--- src/rtl/skolem_sweep_ctrl_if.sv ---
// Host/checker bundle for the Skolem sweep controller.
// slave = controller side, master = host plus Skolem unit/spec stub.
interface skolem_sweep_ctrl_if #(
  parameter int N_IN  = 6,
  parameter int N_OUT = 2
);
  logic             start;
  logic             abort;
  logic [N_IN-1:0]  x_out;
  logic [N_OUT-1:0] y_in;
  logic             spec_ok;
  logic             busy;
  logic             done;
  logic             pass;
  logic [N_IN:0]    fail_cnt;
  logic             first_fail_vld;
  logic [N_IN-1:0]  first_fail_x;
  logic [N_OUT-1:0] first_fail_y;

  modport slave (
    input  start, abort, y_in, spec_ok,
    output x_out, busy, done, pass, fail_cnt,
    output first_fail_vld, first_fail_x, first_fail_y
  );

  modport master (
    output start, abort, y_in, spec_ok,
    input  x_out, busy, done, pass, fail_cnt,
    input  first_fail_vld, first_fail_x, first_fail_y
  );
endinterface

--- src/rtl/skolem_sweep_ctrl.sv ---
// Exhaustive sweep of a Skolem unit over all 2^N_IN inputs,
// counting spec failures and capturing the lowest failing vector.
module skolem_sweep_ctrl #(
  parameter int N_IN     = 6,
  parameter int N_OUT    = 2,
  parameter int EVAL_LAT = 1
) (
  input logic               clk,
  input logic               rst,
  skolem_sweep_ctrl_if.slave bus
);
  localparam int CW = (EVAL_LAT < 1) ? 1 : $clog2(EVAL_LAT + 1);
  localparam int FW = N_IN + 1;
  localparam logic [CW-1:0] LAT = CW'(EVAL_LAT);
  localparam logic [CW-1:0] ONE = CW'(1);

  typedef enum logic [1:0] {
    IDLE, SETTLE, SAMPLE, DONE
  } state_e;

  state_e           state_q, state_d;
  logic [N_IN-1:0]  x_q, x_d;
  logic [CW-1:0]    cnt_q, cnt_d;
  logic [FW-1:0]    fcnt_q, fcnt_d;
  logic             ffv_q, ffv_d;
  logic [N_IN-1:0]  ffx_q, ffx_d;
  logic [N_OUT-1:0] ffy_q, ffy_d;
  logic             pass_q, pass_d;
  logic             busy_q, busy_d;
  logic             done_q, done_d;

  always_comb begin
    state_d = state_q;
    x_d     = x_q;
    cnt_d   = cnt_q;
    fcnt_d  = fcnt_q;
    ffv_d   = ffv_q;
    ffx_d   = ffx_q;
    ffy_d   = ffy_q;
    pass_d  = pass_q;
    unique case (state_q)
      IDLE: begin
        if (bus.start) begin
          fcnt_d  = '0;
          ffv_d   = 1'b0;
          ffx_d   = '0;
          ffy_d   = '0;
          pass_d  = 1'b0;
          x_d     = '0;
          cnt_d   = LAT;
          state_d = (EVAL_LAT == 0) ? SAMPLE : SETTLE;
        end
      end
      SETTLE: begin
        if (bus.abort) begin
          state_d = IDLE;
        end else begin
          cnt_d = cnt_q - ONE;
          if (cnt_q == ONE) state_d = SAMPLE;
        end
      end
      SAMPLE: begin
        if (bus.abort) begin
          state_d = IDLE;
        end else begin
          if (!bus.spec_ok) begin
            fcnt_d = fcnt_q + FW'(1);
            if (!ffv_q) begin
              ffv_d = 1'b1;
              ffx_d = x_q;
              ffy_d = bus.y_in;
            end
          end
          if (&x_q) begin
            state_d = DONE;
          end else begin
            x_d     = x_q + N_IN'(1);
            cnt_d   = LAT;
            state_d = (EVAL_LAT == 0) ? SAMPLE : SETTLE;
          end
        end
      end
      DONE: state_d = IDLE;
      default: state_d = IDLE;
    endcase
    // pass lands together with done, so it sees the final sample
    if (state_d == DONE) pass_d = (fcnt_d == '0);
    busy_d = (state_d == SETTLE) || (state_d == SAMPLE);
    done_d = (state_d == DONE);
  end

  always_ff @(posedge clk) begin
    if (rst) begin
      state_q <= IDLE;
      x_q     <= '0;
      cnt_q   <= '0;
      fcnt_q  <= '0;
      ffv_q   <= 1'b0;
      ffx_q   <= '0;
      ffy_q   <= '0;
      pass_q  <= 1'b0;
      busy_q  <= 1'b0;
      done_q  <= 1'b0;
    end else begin
      state_q <= state_d;
      x_q     <= x_d;
      cnt_q   <= cnt_d;
      fcnt_q  <= fcnt_d;
      ffv_q   <= ffv_d;
      ffx_q   <= ffx_d;
      ffy_q   <= ffy_d;
      pass_q  <= pass_d;
      busy_q  <= busy_d;
      done_q  <= done_d;
    end
  end

  assign bus.x_out          = x_q;
  assign bus.busy           = busy_q;
  assign bus.done           = done_q;
  assign bus.pass           = pass_q;
  assign bus.fail_cnt       = fcnt_q;
  assign bus.first_fail_vld = ffv_q;
  assign bus.first_fail_x   = ffx_q;
  assign bus.first_fail_y   = ffy_q;
endmodule
--- src/flat_wrapper.sv ---
// flat-port wrapper written by rule: the top's interface ports become plain ports
module skolem_sweep_ctrl_flat 
#(
  parameter int N_IN     = 6,
  parameter int N_OUT    = 2,
  parameter int EVAL_LAT = 1
)
  (clk, rst, bus_start, bus_abort, bus_y_in, bus_spec_ok, bus_x_out, bus_busy, bus_done, bus_pass, bus_fail_cnt, bus_first_fail_vld, bus_first_fail_x, bus_first_fail_y);
  skolem_sweep_ctrl_if #(.N_IN(N_IN), .N_OUT(N_OUT)) bus_i ();
  input logic clk;
  input logic rst;
  input wire logic [$bits(bus_i.start)-1:0] bus_start;
  input wire logic [$bits(bus_i.abort)-1:0] bus_abort;
  input wire logic [$bits(bus_i.y_in)-1:0] bus_y_in;
  input wire logic [$bits(bus_i.spec_ok)-1:0] bus_spec_ok;
  output wire logic [$bits(bus_i.x_out)-1:0] bus_x_out;
  output wire logic [$bits(bus_i.busy)-1:0] bus_busy;
  output wire logic [$bits(bus_i.done)-1:0] bus_done;
  output wire logic [$bits(bus_i.pass)-1:0] bus_pass;
  output wire logic [$bits(bus_i.fail_cnt)-1:0] bus_fail_cnt;
  output wire logic [$bits(bus_i.first_fail_vld)-1:0] bus_first_fail_vld;
  output wire logic [$bits(bus_i.first_fail_x)-1:0] bus_first_fail_x;
  output wire logic [$bits(bus_i.first_fail_y)-1:0] bus_first_fail_y;
  assign bus_i.start = bus_start;
  assign bus_i.abort = bus_abort;
  assign bus_i.y_in = bus_y_in;
  assign bus_i.spec_ok = bus_spec_ok;
  assign bus_x_out = bus_i.x_out;
  assign bus_busy = bus_i.busy;
  assign bus_done = bus_i.done;
  assign bus_pass = bus_i.pass;
  assign bus_fail_cnt = bus_i.fail_cnt;
  assign bus_first_fail_vld = bus_i.first_fail_vld;
  assign bus_first_fail_x = bus_i.first_fail_x;
  assign bus_first_fail_y = bus_i.first_fail_y;
  skolem_sweep_ctrl #(.N_IN(N_IN), .N_OUT(N_OUT), .EVAL_LAT(EVAL_LAT)) u_core (.clk(clk), .rst(rst), .bus(bus_i));
endmodule
--- config.mk ---
export PLATFORM = sky130hd
export DESIGN_NAME = skolem_sweep_ctrl_flat
export DESIGN_NICKNAME = d
export VERILOG_FILES = /design/src/rtl/skolem_sweep_ctrl_if.sv /design/src/rtl/skolem_sweep_ctrl.sv /design/src/flat_wrapper.sv
export SDC_FILE = /design/constraint.sdc
export NUM_CORES = 1
export LEC_CHECK = 0
export CAP_MARGIN = 20
export CORE_MARGIN = 4
export CORE_UTILIZATION = 25
export CTS_CLUSTER_DIAMETER = 60
export DETAILED_ROUTE_END_ITERATION = 7
export GPL_TIMING_DRIVEN = 1
export PLACE_DENSITY_LB_ADDON = 0.3
export SLEW_MARGIN = 20
export SYNTH_ARGS = -nofsm -noshare
export SYNTH_HDL_FRONTEND = slang
export SYNTH_SLANG_ARGS = --single-unit
export TNS_END_PERCENT = 30
--- constraint.sdc ---
create_clock -name clk -period 2.4 [get_ports clk]
set_input_delay 0.48 -clock clk [delete_from_list [all_inputs] [get_ports clk]]
set_output_delay 0.48 -clock clk [all_outputs]
set_load 0.01 [all_outputs]
==> metrics.md <==
| Metric | Value |
|---|---|
| Status | `finished clean` |
| Total wire length | `3230 um` |
| Clock Sinks | `28` |
| Worst reg2reg path endpoint | `u_core.bus.pass` |
| Syn Nets | `168` |
| Cts hold-fix bufs | `0` |
| Internal | `0.000727 W` |
| Final Slew Violations | `0` |
| Post-synth top area share | `0.415` |
| Crit-path cells | `clkdlybuf4s50_1 -> nor4b_4 -> nand2_2 -> o2bb2ai_1 -> a221o_1 -> o32ai_1` |
| Crit path max-delay family | `simple AND/OR/NAND/NOR gates` |
| Antenna fix cells | `0` |
| Post-CTS sizing | `0` |
| Hpwl dp | `2440 um` |
| RR Startpoint | `u_core.bus.x_out[0]` |
| Max-Cap Viols | `0` |
| Clk_skew | `0.00570 ns` |
| CP max-delay cell | `clkdlybuf4s50_1` |
| Ys flop type | `dfxtp_1` |
| H-tree depth | `1` |
| CTS Buf Count | `3` |
| CTS root buf | `clkbuf_8` |
| Worst Tran Pin Value | `0.377 ns` |
| DRC | `0` |
| Seq/Total Area, Yosys | `0.415` |
| Worst Hold Endpoint | `u_core.bus.first_fail_y[1]` |
| Worst Setup End Kind | `flip-flop` |
| Proportion of layout cells with a drive suffix above 1 | `0.119` |
| WS Path Type | `primary input to flip-flop` |
| Buf/Inv on CP | `1` |
| Port buffer count | `31` |
| Number of vias per cell | `4.63` |
| Iteration-0 DRC Markers | `72` |
| Final #Nets | `204` |
| RSZ-0062 raised after global routing | `no` |
| Pwr dens | `506 nW/um^2` |
| Worst hold path stage count | `2` |
| Hold Path Origin | `u_core.bus.first_fail_y[1]` |
| Synth top area cells | `dfxtp_1 (41%), a21oi_1 (5.9%), nand2_1 (5.3%), nand3_1 (4.8%), nor2_1 (3.3%)` |
| Final GP Congestion | `0.763` |
| Cells after Synth | `158` |
| Sw Share | `0.217` |
| FP Rows | `26` |
| WHS | `0.463 ns` |
| Leakage | `0.636 nW` |
| Syn Area/Cell | `8.55 sq um` |
| Setup_tns | `0 ns` |
| Initial Utilization | `0.261` |
| Clock power frac | `0.405` |
| Endpoints failing hold | `0` |
| Final min period | `2.01 ns` |
| Drt first pass iters | `4` |
| Initial antenna violation count | `0` |
| Final setup vio count | `0` |
| Synthesized flop and latch total | `28` |
| Total power | `0.000929 W` |
| Worst EP arrival | `2.20 ns` |
| Detail Route Antenna Nets | `0` |
| Congestion Overflow GR | `0` |
| Number of flops mapped to enable cells by yosys | `0` |
| Post-Layout Cell Count | `263` |
| Die height | `81.5 um` |
| Postcts setup bufs | `0` |
| Clock Latency Late Sink | `0.28 ns` |
| Worst-path clk slew | `0.10 ns` |
| Deepest clock path buffer count | `2` |
| GRT Total Usage | `0.0987` |
| Post-synth ARST share | `0` |
| Yosys top cell by area | `dfxtp_1` |
| Inst Count DP | `259` |
| CP max FO | `6` |
| Final Cycle Share | `0.839` |
| Worst path required time | `2.59 ns` |
| Largest net degree at the start of global routing | `17` |
| Cell Area, Synth | `1350 sq um` |
| Worst stage delay on the critical path | `0.54 ns` |
| First-pass GRT wire length | `5250 um` |
| Reg power frac | `0.509` |
| CTS tree | `yes` |
| WL/cell | `12.3 um` |
| Psw | `0.000202 W` |
| Hold Crit Class | `flip-flop to flip-flop` |
| CP startpoint kind | `primary input` |
| Max Clk Rate | `0.497 GHz` |
| Synth Warn # | `0` |
| Worst r2r path cells | `9` |
| Max-slew headroom | `0.748` |
| Cell variety after synth | `40` |
| Via count | `1217` |
| Core Region | `5170 sq um` |
| Io pins | `32` |
| Final core occ | `0.355` |
| Reg2reg setup slack | `0.44 ns` |
| Combinational power share | `0.086` |
| Die ar. | `6650 sq um` |
| Vias in the first global route | `1131` |
| P&R area growth vs syn | `35.9%` |
| Peak VDD IR | `0.203 mV` |
| Die width | `81.5 um` |
==> state kept, by name (all words and copies together) (netlist names) <==
signal	cells
u_core.bus.pass	1
u_core.bus.first_fail_x	6
u_core.bus.first_fail_vld	1
u_core.bus.first_fail_y	2
u_core.bus.x_out	6
u_core.bus.busy	1
u_core.cnt_q	1
u_core.bus.fail_cnt	7
u_core.bus.done	1
u_core.state_q	2
==> kinds of logic (layout without fill, tap and decap cells) <==
family                   after synthesis  in the layout  synth area share
AO/OA/AOI/OAI                         38             38             0.187
AND/OR/NAND/NOR                       72             72             0.285
multiplexers                           3              3            0.0250
buffers and inverters                 11             46            0.0407
flip-flops                            28             28             0.415
XOR/XNOR                               3              3            0.0194
adder cells (fa/ha/maj)                3              3            0.0278
==> worst min-delay path, stage by stage, from the launching register on <==
cell,delay [ns]
dfxtp_1,0.33
nand2_1,0.05
a21oi_1,0.05
==> layer usage <==
layer / part of all wire / wire length, um / GRT usage / vias to the layer above
li1: - / - / - / 637
met1: 0.47 / 1510 / 0.130 / 567
met2: 0.49 / 1580 / 0.162 / 11
met3: 0.035 / 112 / 0.0164 / 2
met4: 0.0099 / 32 / 0.0355 / 0
met5: 0 / 0 / 0 / -
==> power groups by stage <==
stage	Combinational (W)	Sequential, W	Clock, W
CTS	0.0000806	0.000473	0.000391
floorplan	0.0000471	0.000484	0
global route	0.0000876	0.000474	0.000407
global placement	0.0000806	0.000484	0
detailed placement	0.0000804	0.000484	0
finish	0.0000797	0.000473	0.000376
==> cells in the mapped netlist (2+ instances only) <==
cell,count
inv_1,3
clkbuf_1,4
nand4_1,6
nor2b_1,3
xor2_1,3
o21ai_0,7
nand2_1,19
nand2b_1,5
o21a_1,2
mux2_2,3
and2_1,2
a21oi_1,16
and3_1,2
nand3_1,13
dfxtp_1,28
a21boi_0,2
buf_2,2
nor4_1,2
o31a_2,2
ha_1,3
nor2_1,12
==> layout by cell type (no fill, tap or decap), types with 5 or more instances in the layout <==
master,Yosys,final
a21oi_1,16,16
nand2_1,19,19
buf_4,1,8
nor2_1,12,12
o21ai_0,7,7
dfxtp_1,28,28
nand4_1,6,6
nand2b_1,5,5
nand3_1,13,13
clkdlybuf4s50_1,0,31
==> worst max-delay path by stage <==
stage | from | to | cells after the start
5_1_grt | u_core.bus.x_out[0] | u_core.bus.pass | 9
3_3_place_gp | bus_abort | u_core.bus.pass | 6
6_report | bus_abort | u_core.bus.pass | 6
2_1_floorplan | u_core.bus.x_out[0] | u_core.bus.pass | 9
3_5_place_dp | bus_abort | u_core.bus.pass | 6
4_1_cts | bus_abort | u_core.bus.pass | 6
==> layout make-up <==
class                      instances  area [sq um]
timing repair buffer              39           370
clock inverter                     1          30.0
tap                               70          87.6
clock buffer                       3          41.3
sequential                        28           561
multi-input combinational        119           736
inverter                           3          11.3
fill                             531          3340
==> stage by stage <==
stage	area [sq um]	setup slack, ns
finish	1840	0.388
global route	1840	0.263
CTS	1840	0.395
detailed placement	1770	0.105
global placement	1770	0.143
floorplan	1350	0.537
Note: power is estimated with default switching activity, not from simulation.
